--- src/rtl/sram_mac_result_accumulator_pkg.sv ---
// Shared definitions for the MAC result accumulator and the sequencers that
// drive it: FSM state encoding, default widths and the MAC-block op codes.
package sram_mac_result_accumulator_pkg;

    // Default accumulator and per-tile sum widths
    localparam int ACC_W_DEF     = 24;
    localparam int SUM_W_DEF     = 19;

    // The MAC block serializes each dot product as this many bytes, MS first
    localparam int NUM_SUM_BYTES = 3;

    // Op encodings understood by the 8-lane MAC/adder-tree block.
    // in_start is pulsed on the edge the MAC block samples MAC_READ_S.
    typedef enum logic [1:0] {
        MAC_NOP    = 2'b00,
        MAC_LOAD_W = 2'b01,
        MAC_LOAD_A = 2'b10,
        MAC_READ_S = 2'b11
    } mac_op_e;

    // Accumulator sequencing states
    typedef enum logic [2:0] {
        S_IDLE  = 3'd0,
        S_WAIT  = 3'd1,
        S_CAP2  = 3'd2,
        S_CAP1  = 3'd3,
        S_CAP0  = 3'd4,
        S_ACCUM = 3'd5,
        S_EMIT  = 3'd6
    } acc_state_e;

endpackage

--- src/rtl/sram_mac_result_accumulator_requant.sv ---
// Requantizer: rounds an accumulator value half-up at the given right-shift
// and saturates the result to an unsigned byte. Purely combinational.
module requant_sat
    import sram_mac_result_accumulator_pkg::*;
#(
    parameter int ACC_W = ACC_W_DEF
) (
    input  logic [ACC_W-1:0] acc,
    input  logic [4:0]       shift,
    output logic [7:0]       q_sat
);

    // One extra bit holds the rounding carry. A rounding constant wider than
    // ACC_W+1 bits shifts out to zero, which is harmless: the shifted result
    // is zero in that case anyway.
    logic [ACC_W:0] rnd;
    logic [ACC_W:0] t;
    logic [ACC_W:0] q;

    // Add half an LSB of the output scale, shift, then clamp to 0..255
    always_comb begin
        rnd = '0;
        if (shift != 5'd0)
            rnd = {{ACC_W{1'b0}}, 1'b1} << (shift - 5'd1);
        t     = {1'b0, acc} + rnd;
        q     = t >> shift;
        q_sat = (|q[ACC_W:8]) ? 8'hFF : q[7:0];
    end

endmodule

--- src/rtl/sram_mac_result_accumulator.sv ---
// Captures the MAC block's serialized 3-byte dot-product stream, accumulates
// the per-tile sums across tiles, and on the last tile publishes a rounded,
// saturated 8-bit result through a valid/ready output register.
module sram_mac_result_accumulator
    import sram_mac_result_accumulator_pkg::*;
#(
    parameter int ACC_W   = ACC_W_DEF,
    parameter int SUM_W   = SUM_W_DEF,
    parameter int CAP_DLY = 1
) (
    input  logic             clk,
    input  logic             rst,
    input  logic             in_start,
    input  logic             in_clear,
    input  logic             in_last,
    input  logic [4:0]       in_shift,
    input  logic [7:0]       in_byte,
    input  logic             err_clr,
    output logic             out_valid,
    input  logic             out_ready,
    output logic [7:0]       out_data,
    output logic [ACC_W-1:0] out_raw,
    output logic             busy,
    output logic             acc_ovf,
    output logic             err_busy,
    output logic             err_overrun
);

    // Wait counter holds "cycles left minus one"; sized for at least one bit
    localparam int CNT_W = (CAP_DLY > 1) ? $clog2(CAP_DLY) : 1;
    localparam logic [CNT_W-1:0] WAIT_INIT = (CAP_DLY > 0) ? CNT_W'(CAP_DLY - 1) : '0;

    // Only the low SUM_W-16 bits of the MS byte carry sum information
    localparam int HI_W = SUM_W - 16;

    acc_state_e       state;
    logic [CNT_W-1:0] wait_cnt;
    logic             clear_q;
    logic             last_q;
    logic [4:0]       shift_q;
    logic [HI_W-1:0]  cap_hi;
    logic [7:0]       cap_mid;
    logic [7:0]       cap_lo;
    logic [ACC_W-1:0] acc;

    logic [SUM_W-1:0] sum;
    logic [ACC_W:0]   acc_sum;
    logic [7:0]       q_sat;
    logic             emit;
    logic             ovf_evt;
    logic             busy_evt;
    logic             overrun_evt;

    // Bits of the MS byte above the sum width are deliberately dropped
    logic             unused_byte_bits;
    assign unused_byte_bits = ^in_byte[7:HI_W];

    assign sum     = {cap_hi, cap_mid, cap_lo};
    assign acc_sum = {1'b0, (clear_q ? {ACC_W{1'b0}} : acc)}
                   + {{(ACC_W + 1 - SUM_W){1'b0}}, sum};

    assign emit        = (state == S_EMIT);
    assign ovf_evt     = (state == S_ACCUM) && acc_sum[ACC_W];
    assign busy_evt    = in_start && (state != S_IDLE);
    assign overrun_evt = emit && out_valid && !out_ready;
    assign busy        = (state != S_IDLE);

    requant_sat #(.ACC_W(ACC_W)) u_requant (
        .acc   (acc),
        .shift (shift_q),
        .q_sat (q_sat)
    );

    // Sequencer: accept a tile, sample the free-running byte stream on fixed
    // edges, then fold the tile sum into the saturating accumulator
    always_ff @(posedge clk or posedge rst) begin
        if (rst) begin
            state    <= S_IDLE;
            wait_cnt <= '0;
            clear_q  <= 1'b0;
            last_q   <= 1'b0;
            shift_q  <= '0;
            cap_hi   <= '0;
            cap_mid  <= '0;
            cap_lo   <= '0;
            acc      <= '0;
        end else begin
            unique case (state)
                S_IDLE: begin
                    if (in_start) begin
                        clear_q <= in_clear;
                        last_q  <= in_last;
                        shift_q <= in_shift;
                        if (CAP_DLY == 0) begin
                            state <= S_CAP2;
                        end else begin
                            state    <= S_WAIT;
                            wait_cnt <= WAIT_INIT;
                        end
                    end
                end
                S_WAIT: begin
                    if (wait_cnt == '0)
                        state <= S_CAP2;
                    else
                        wait_cnt <= wait_cnt - CNT_W'(1);
                end
                S_CAP2: begin
                    cap_hi <= in_byte[HI_W-1:0];
                    state  <= S_CAP1;
                end
                S_CAP1: begin
                    cap_mid <= in_byte;
                    state   <= S_CAP0;
                end
                S_CAP0: begin
                    cap_lo <= in_byte;
                    state  <= S_ACCUM;
                end
                S_ACCUM: begin
                    acc   <= acc_sum[ACC_W] ? {ACC_W{1'b1}} : acc_sum[ACC_W-1:0];
                    state <= last_q ? S_EMIT : S_IDLE;
                end
                S_EMIT: begin
                    state <= S_IDLE;
                end
                default: begin
                    state <= S_IDLE;
                end
            endcase
        end
    end

    // Output register: a new result loads only if the slot is free or being
    // drained this cycle; otherwise the held result is kept
    always_ff @(posedge clk or posedge rst) begin
        if (rst) begin
            out_valid <= 1'b0;
            out_data  <= '0;
            out_raw   <= '0;
        end else if (emit && (!out_valid || out_ready)) begin
            out_valid <= 1'b1;
            out_data  <= q_sat;
            out_raw   <= acc;
        end else if (out_valid && out_ready) begin
            out_valid <= 1'b0;
        end
    end

    // Sticky error flags: a set event in the same cycle beats err_clr
    always_ff @(posedge clk or posedge rst) begin
        if (rst) begin
            acc_ovf     <= 1'b0;
            err_busy    <= 1'b0;
            err_overrun <= 1'b0;
        end else begin
            acc_ovf     <= (acc_ovf     & ~err_clr) | ovf_evt;
            err_busy    <= (err_busy    & ~err_clr) | busy_evt;
            err_overrun <= (err_overrun & ~err_clr) | overrun_evt;
        end
    end

endmodule

--- config.mk ---
export PLATFORM = sky130hd
export DESIGN_NAME = sram_mac_result_accumulator
export DESIGN_NICKNAME = d
export VERILOG_FILES = /design/src/rtl/sram_mac_result_accumulator_pkg.sv /design/src/rtl/sram_mac_result_accumulator_requant.sv /design/src/rtl/sram_mac_result_accumulator.sv
export SDC_FILE = /design/constraint.sdc
export NUM_CORES = 1
export LEC_CHECK = 0
export CORE_ASPECT_RATIO = 1.1
export CORE_UTILIZATION = 60
export CTS_CLUSTER_DIAMETER = 40
export DETAILED_ROUTE_END_ITERATION = 8
export PLACE_DENSITY = 0.93
export SETUP_SLACK_MARGIN = 0.1
export SLEW_MARGIN = 20
export SYNTH_ARGS = -nofsm -noshare
export SYNTH_HDL_FRONTEND = slang
export SYNTH_HIERARCHICAL = 1
export SYNTH_SLANG_ARGS = --single-unit
--- constraint.sdc ---
create_clock -name clk -period 7.1 [get_ports clk]
set_input_delay 1.42 -clock clk [delete_from_list [all_inputs] [get_ports clk]]
set_output_delay 1.42 -clock clk [all_outputs]
set_load 0.005 [all_outputs]
-- Word-level counts from Yosys, hierarchy flattened
Index checks and enable logic that the tools add are counted.
- bitwise logic cells: 7
- eq/ne operators: 8
- reductions and logical operators: 18
- add/subtract/negate cells: 4
- shifts and indexed selects: 2
- muxes and demuxes: 13
- operators by type and width (kind ; number):
    $mux 24 ; 2
    $add 24x19->25 ; 1
    $add 24x25->25 ; 1
    $mux 25 ; 1
    $shl 1x5->25 const A ; 1
    $shr 25x5->25 ; 1
    $pmux 3 s6 ; 1
    $reduce_or 17->1 ; 1
    $eq 3x3->1 const B ; 3
    $mux 3 ; 3
    $mux 8 ; 1
    $eq 3x2->1 const B ; 2
    $logic_and 1x1->1 ; 6
    $reduce_and 2->1 ; 3
    $reduce_bool 5->1 ; 1
    $sub 5x1->5 const B ; 1
    $mux 1 ; 4
    $ne 2x2->1 const B ; 2
    $reduce_bool 2->1 ; 2
    $and 1x1->1 ; 3
    $eq 3x1->1 const B ; 1
    $logic_not 3->1 ; 1
    $or 1x1->1 ; 3
    $reduce_bool 3->1 ; 1
    5 further kinds ; 6
- bits of input ports: 20
- flip-flop bits (word level): 90
- logic and storage cells: 67
- output and inout port bits: 37

-- Logic depth before layout (Yosys ltp)
- word-level depth: 7
- mapped depth: 19
- gate-level depth less buffers: 17

-- By module
Netlist, hierarchy kept.
- modules (own cells, without submodules) (module ; area an instance (um^2) ; sequential area each (um^2) ; times used ; cells an instance):
    sram_mac_result_accumulator ; 4770.8 ; 2227.1 ; 1 ; 433
    requant_sat ; 3070.4 ; 0.0 ; 1 ; 476

-- Least setup slack after synthesis
OpenSTA, ideal clock, no wires.
- path kind: register to register
- from: register shift_q[2]
- to: register out_data[5]
- period minus slack after synthesis: 4.927 ns
- stages on the path, launching flop included: 18
- setup time: 0.125 ns
- slack: 2.173 ns
- required time: 6.975 ns
- arrival time: 4.802 ns
- buffers on the path: 3
- cells stage by stage: dfrtp_1 clkbuf_1 clkbuf_1 clkbuf_1 nor4_1 ha_1 fa_1 a21o_1 a221oi_4 mux2i_1 nor2_1 a2111oi_1 a211oi_1 or4b_1 o31a_1 o31ai_2 o2111ai_1 mux2_2
- longest elaborated chain between the ends: 7
- elaborated cells on any way between the ends: 8
- those cells by class: 2 x add/sub; 2 x shift; 2 x mux; 2 x reduce/logical
- RTL lines (element ; RTL line ; text):
    from (decl) ; sram_mac_result_accumulator.sv:40 ; logic [4:0] shift_q;
    from (signal assigned) ; sram_mac_result_accumulator.sv:93 ; shift_q <= in_shift;
    $sub 5x1->5 ; sram_mac_result_accumulator_requant.sv:24 ; rnd = {{ACC_W{1'b0}}, 1'b1} << (shift - 5'd1);
    $shl 1x5->25 ; sram_mac_result_accumulator_requant.sv:24 ;
    $mux 25 ; sram_mac_result_accumulator_requant.sv:23 ; if (shift != 5'd0)
    $add 24x25->25 ; sram_mac_result_accumulator_requant.sv:25 ; t = {1'b0, acc} + rnd;
    $shr 25x5->25 * ; sram_mac_result_accumulator_requant.sv:26 ; q = t >> shift;
    $reduce_or 17->1 ; sram_mac_result_accumulator_requant.sv:27 ; q_sat = (|q[ACC_W:8]) ? 8'hFF : q[7:0];
    $mux 8 * ; sram_mac_result_accumulator_requant.sv:27 ;
    via q_sat[5] ; sram_mac_result_accumulator.sv:48 ; logic [7:0] q_sat;
    to (signal assigned) ; sram_mac_result_accumulator.sv:143 ; out_data <= q_sat;
    to (decl) ; sram_mac_result_accumulator.sv:21 ; output logic [7:0] out_data,
The timed path passes the listed nets; every way through them passes the cells marked *.
A chain may end at the register's enable or synchronous reset.

-- Worst setup path in the final report
- from: register shift_q[4]
- to: register out_data[5]
Same word-level chain as after synthesis.

==> flow_summary.ini <==
[global_routing]
grt.total_usage_pct = 34.3
antenna_found_initial = 0
grt_max_degree = 57
overflow = 0
grt_pass1_wl_um = 36900
grt_pass1_vias = 7455

[synthesis]
synth_edf_count = 0
yosysSeqAreaShare_pct = 28.4
synthFlopType = dfrtp_1
syn_nets = 974
synth_top_cell_by_area = dfrtp_1
ys_async_sr_fraction_pct = 100
netlist.area_leader.share_pct = 28.4
syn_area_um2 = 7840
synth.most_common_cell = nor2_1
ys_ff_latch = 89
ys_warn_count = 6
syn_avg_cell_area_um2 = 8.63
synth_area_leaders = dfrtp_1 28%, mux2_2 8.6%, ha_1 6.9%
ys_types = 96
syn_inst = 909
synth_common_cells = 94 x nor2_1, 89 x dfrtp_1, 70 x a21oi_1, 69 x nand2_1, 60 x mux2_2

[power]
clockPowerShare_pct = 9.9
seqPwrFrac_pct = 19.6
cellLeakagePower_nw = 3.67
power.switching_mw = 2.60
sw_frac_of_total_pct = 50.3
power.density_nw_per_um2 = 591
combinationalPowerShare_pct = 70.5
p_int_mw = 2.57
vdd_drop_max_mv = 0.470

[sta]
tns_ps = 0
slew_violations = 0
fin_crit_ps = 5380
finalSetupViolations = 0
post-route-period-util_pct = 75.8
worst_pin_slew_ps = 1060
fmax_ghz = 0.186
skew_ps = 8.05
relSlewSlack_pct = 28.9
rsz0062_at_grt = no
hold_viol = 0

[routing]
route.detailed.drc = 2
ant_nets = 0
vias_per_cell = 6.91
dr.pass1.iters = 7
num_vias = 7557
wire_per_inst_um = 20.5
wl_um = 22400
drtIter0Drc = 763

[min_path]
hp-start = out_data[1]$_DFFE_PP0P_
min_path_cells = 1
hold_path.class = reg2reg
min_to = out_data[1]$_DFFE_PP0P_

[cts]
insertion_delay_ps = 350
postCtsSetupRepairBufs = 0
cts_tree = yes
cts_root_buf = clkbuf_16
cts_buffer_depth = 2
numCtsBuffers = 9
cts_sinks = 89
postCtsHoldBufs = 0
htreeDepth = 3
clk_pin_slew_ps = 70
cts_resized = 0

[place]
dp_hpwl_um = 16500
portBuffers = 56
gp_congestion = 0.984
placed_cells = 1077

[worst_setup_path]
crit_path_top_delay_cell = dfrtp_1
worstReg2RegEnd = out_data[5]$_DFFE_PP0P_
crit_chain = inv_1, nand2_1, nor3_1, ha_1, a21oi_1, o31ai_1, a221o_1, a21oi_1, mux2_2, a211o_1, and2_1, o31a_1, o31ai_2, o2111ai_1, mux2_2
critical_path_class = reg2reg
path_delay_family = compound AO/OA/AOI/OAI gates
worstReg2RegStart = shift_q[4]$_DFFE_PP0P_
worstPathMaxFanout = 17
worstPathBufferInverterCount = 1
critPathLaunchType = flop
cp-end-kind = flop
rr_worst_depth = 15
cp_data_arrival_time_ps = 5630
crit_required_ps = 7340
r2r_slack_ps = 1720
slowest_delay_ps = 580

[floorplan]
die_x_um = 111
rows = 43
die_h_um = 122
start_util_pct = 61.8
io_pins = 57
fp.coreArea_um2 = 12700
die_area_um2 = 13500

[cells_and_area]
n_antenna_cell = 0
drive_above_1_share_pct = 12.7
n_fill_cell = 969
fin_nets = 996
final_cell_count_no_fill = 1093
area_delta_synth_final_pct = 11.6
multiInputGateArea_um2 = 5290
seq_area_um2 = 2230

[run_status]
violations = DRC
status = finished with violations

[job]
drv_cap = 0
[worst register-to-register path, cell delays in order (launching register included)]
cell	delay (ps)
dfrtp_1	580
inv_1	430
nand2_1	320
nor3_1	260
ha_1	360
a21oi_1	460
o31ai_1	170
a221o_1	330
a21oi_1	230
mux2_2	410
a211o_1	300
and2_1	170
o31a_1	340
o31ai_2	460
o2111ai_1	180
mux2_2	280
[per-stage QoR]
step                      power [mW]  hold WS [ps]  area, um2  setup slack [ps]  utilization, %
after global routing            5.52           517       8750              1400            68.9
after CTS                       5.07           496       8750              1780            68.9
after global placement          4.42           477       8430              1960            66.4
after detailed placement        4.51           479       8430              1860            66.4
after floorplan                 3.62           479       7840              2170               -
final                           5.17           491       8750              1720            68.9
[power groups by stage]
stage / clock [mW] / sequential [mW] / combinational, mW
after floorplan: 0 / 0.893 / 2.73
after global placement: 0 / 1.00 / 3.42
after detailed placement: 0 / 1.02 / 3.50
after CTS: 0.519 / 1.01 / 3.55
after global routing: 0.535 / 1.05 / 3.93
final: 0.513 / 1.01 / 3.64
[cells in the final DEF, fill, tap and decap left out, drive strengths merged, types with 8 or more instances in the layout]
master / instances
nand3: 24
xnor2: 18
a21oi: 71
clkbuf: 9
or3: 9
nor2b: 25
a31oi: 28
and2: 11
buf: 10
o31ai: 10
mux2: 63
inv: 22
xor2: 15
o21ai: 41
nand4: 13
and3: 8
a21o: 22
nand2: 70
nor2: 95
o211ai: 9
nor3: 19
a211oi: 18
ha: 43
clkdlybuf4s50: 56
dfrtp: 89
mux2i: 9
[cell type report]
| cell class | instances | area share [%] |
|---|---|---|
| Sequential cell | 89 | 25.4 |
| Tap cell | 157 | 2.24 |
| Clock buffer | 9 | 2.57 |
| Timing Repair Buffer | 66 | 7.26 |
| Clock inverter | 7 | 1.14 |
| Inverter | 22 | 0.958 |
| Multi-Input combinational cell | 743 | 60.4 |
[sequential cells by signal, summed over array words and instances (netlist names)]
signal       count
acc             24
acc_ovf          1
cap_hi           3
cap_lo           8
cap_mid          8
clear_q          1
err_busy         1
err_overrun      1
last_q           1
out_data         8
out_raw         24
out_valid        1
shift_q          5
state            3
[how the worst max path moves through the flow]
stage	start	endpoint	slack, ps	cells past startpoint
3_5_place_dp	shift_q[4]$_DFFE_PP0P_	out_data[5]$_DFFE_PP0P_	1860	16
3_3_place_gp	shift_q[4]$_DFFE_PP0P_	out_data[5]$_DFFE_PP0P_	1960	16
5_1_grt	shift_q[4]$_DFFE_PP0P_	out_data[5]$_DFFE_PP0P_	1400	15
4_1_cts	shift_q[4]$_DFFE_PP0P_	out_data[5]$_DFFE_PP0P_	1780	16
2_1_floorplan	shift_q[2]$_DFFE_PP0P_	out_data[5]$_DFFE_PP0P_	2170	17
6_report	shift_q[4]$_DFFE_PP0P_	out_data[5]$_DFFE_PP0P_	1720	15
[kinds of logic (layout without fill, tap and decap cells)]
kind of cell | after synthesis | count (layout) | synth area share, %
multiplexers | 76 | 76 | 11.3
XOR/XNOR | 33 | 33 | 3.78
AND/OR/NAND/NOR | 306 | 306 | 19.5
buffers and inverters | 77 | 104 | 4.23
flip-flops | 89 | 89 | 28.4
AO/OA/AOI/OAI | 283 | 283 | 25.4
adder cells (fa/ha/maj) | 45 | 45 | 7.37
[routing by layer]
layer | track usage, % | vias to the layer above | part of all wire [%]
met3 | 5.27 | 90 | 7.7
met5 | 0 | - | 0
met4 | 22.5 | 0 | 5.8
met1 | 41.1 | 3573 | 39
met2 | 58.0 | 414 | 48
li1 | - | 3480 | -
Note: power is estimated with default switching activity, not from simulation.
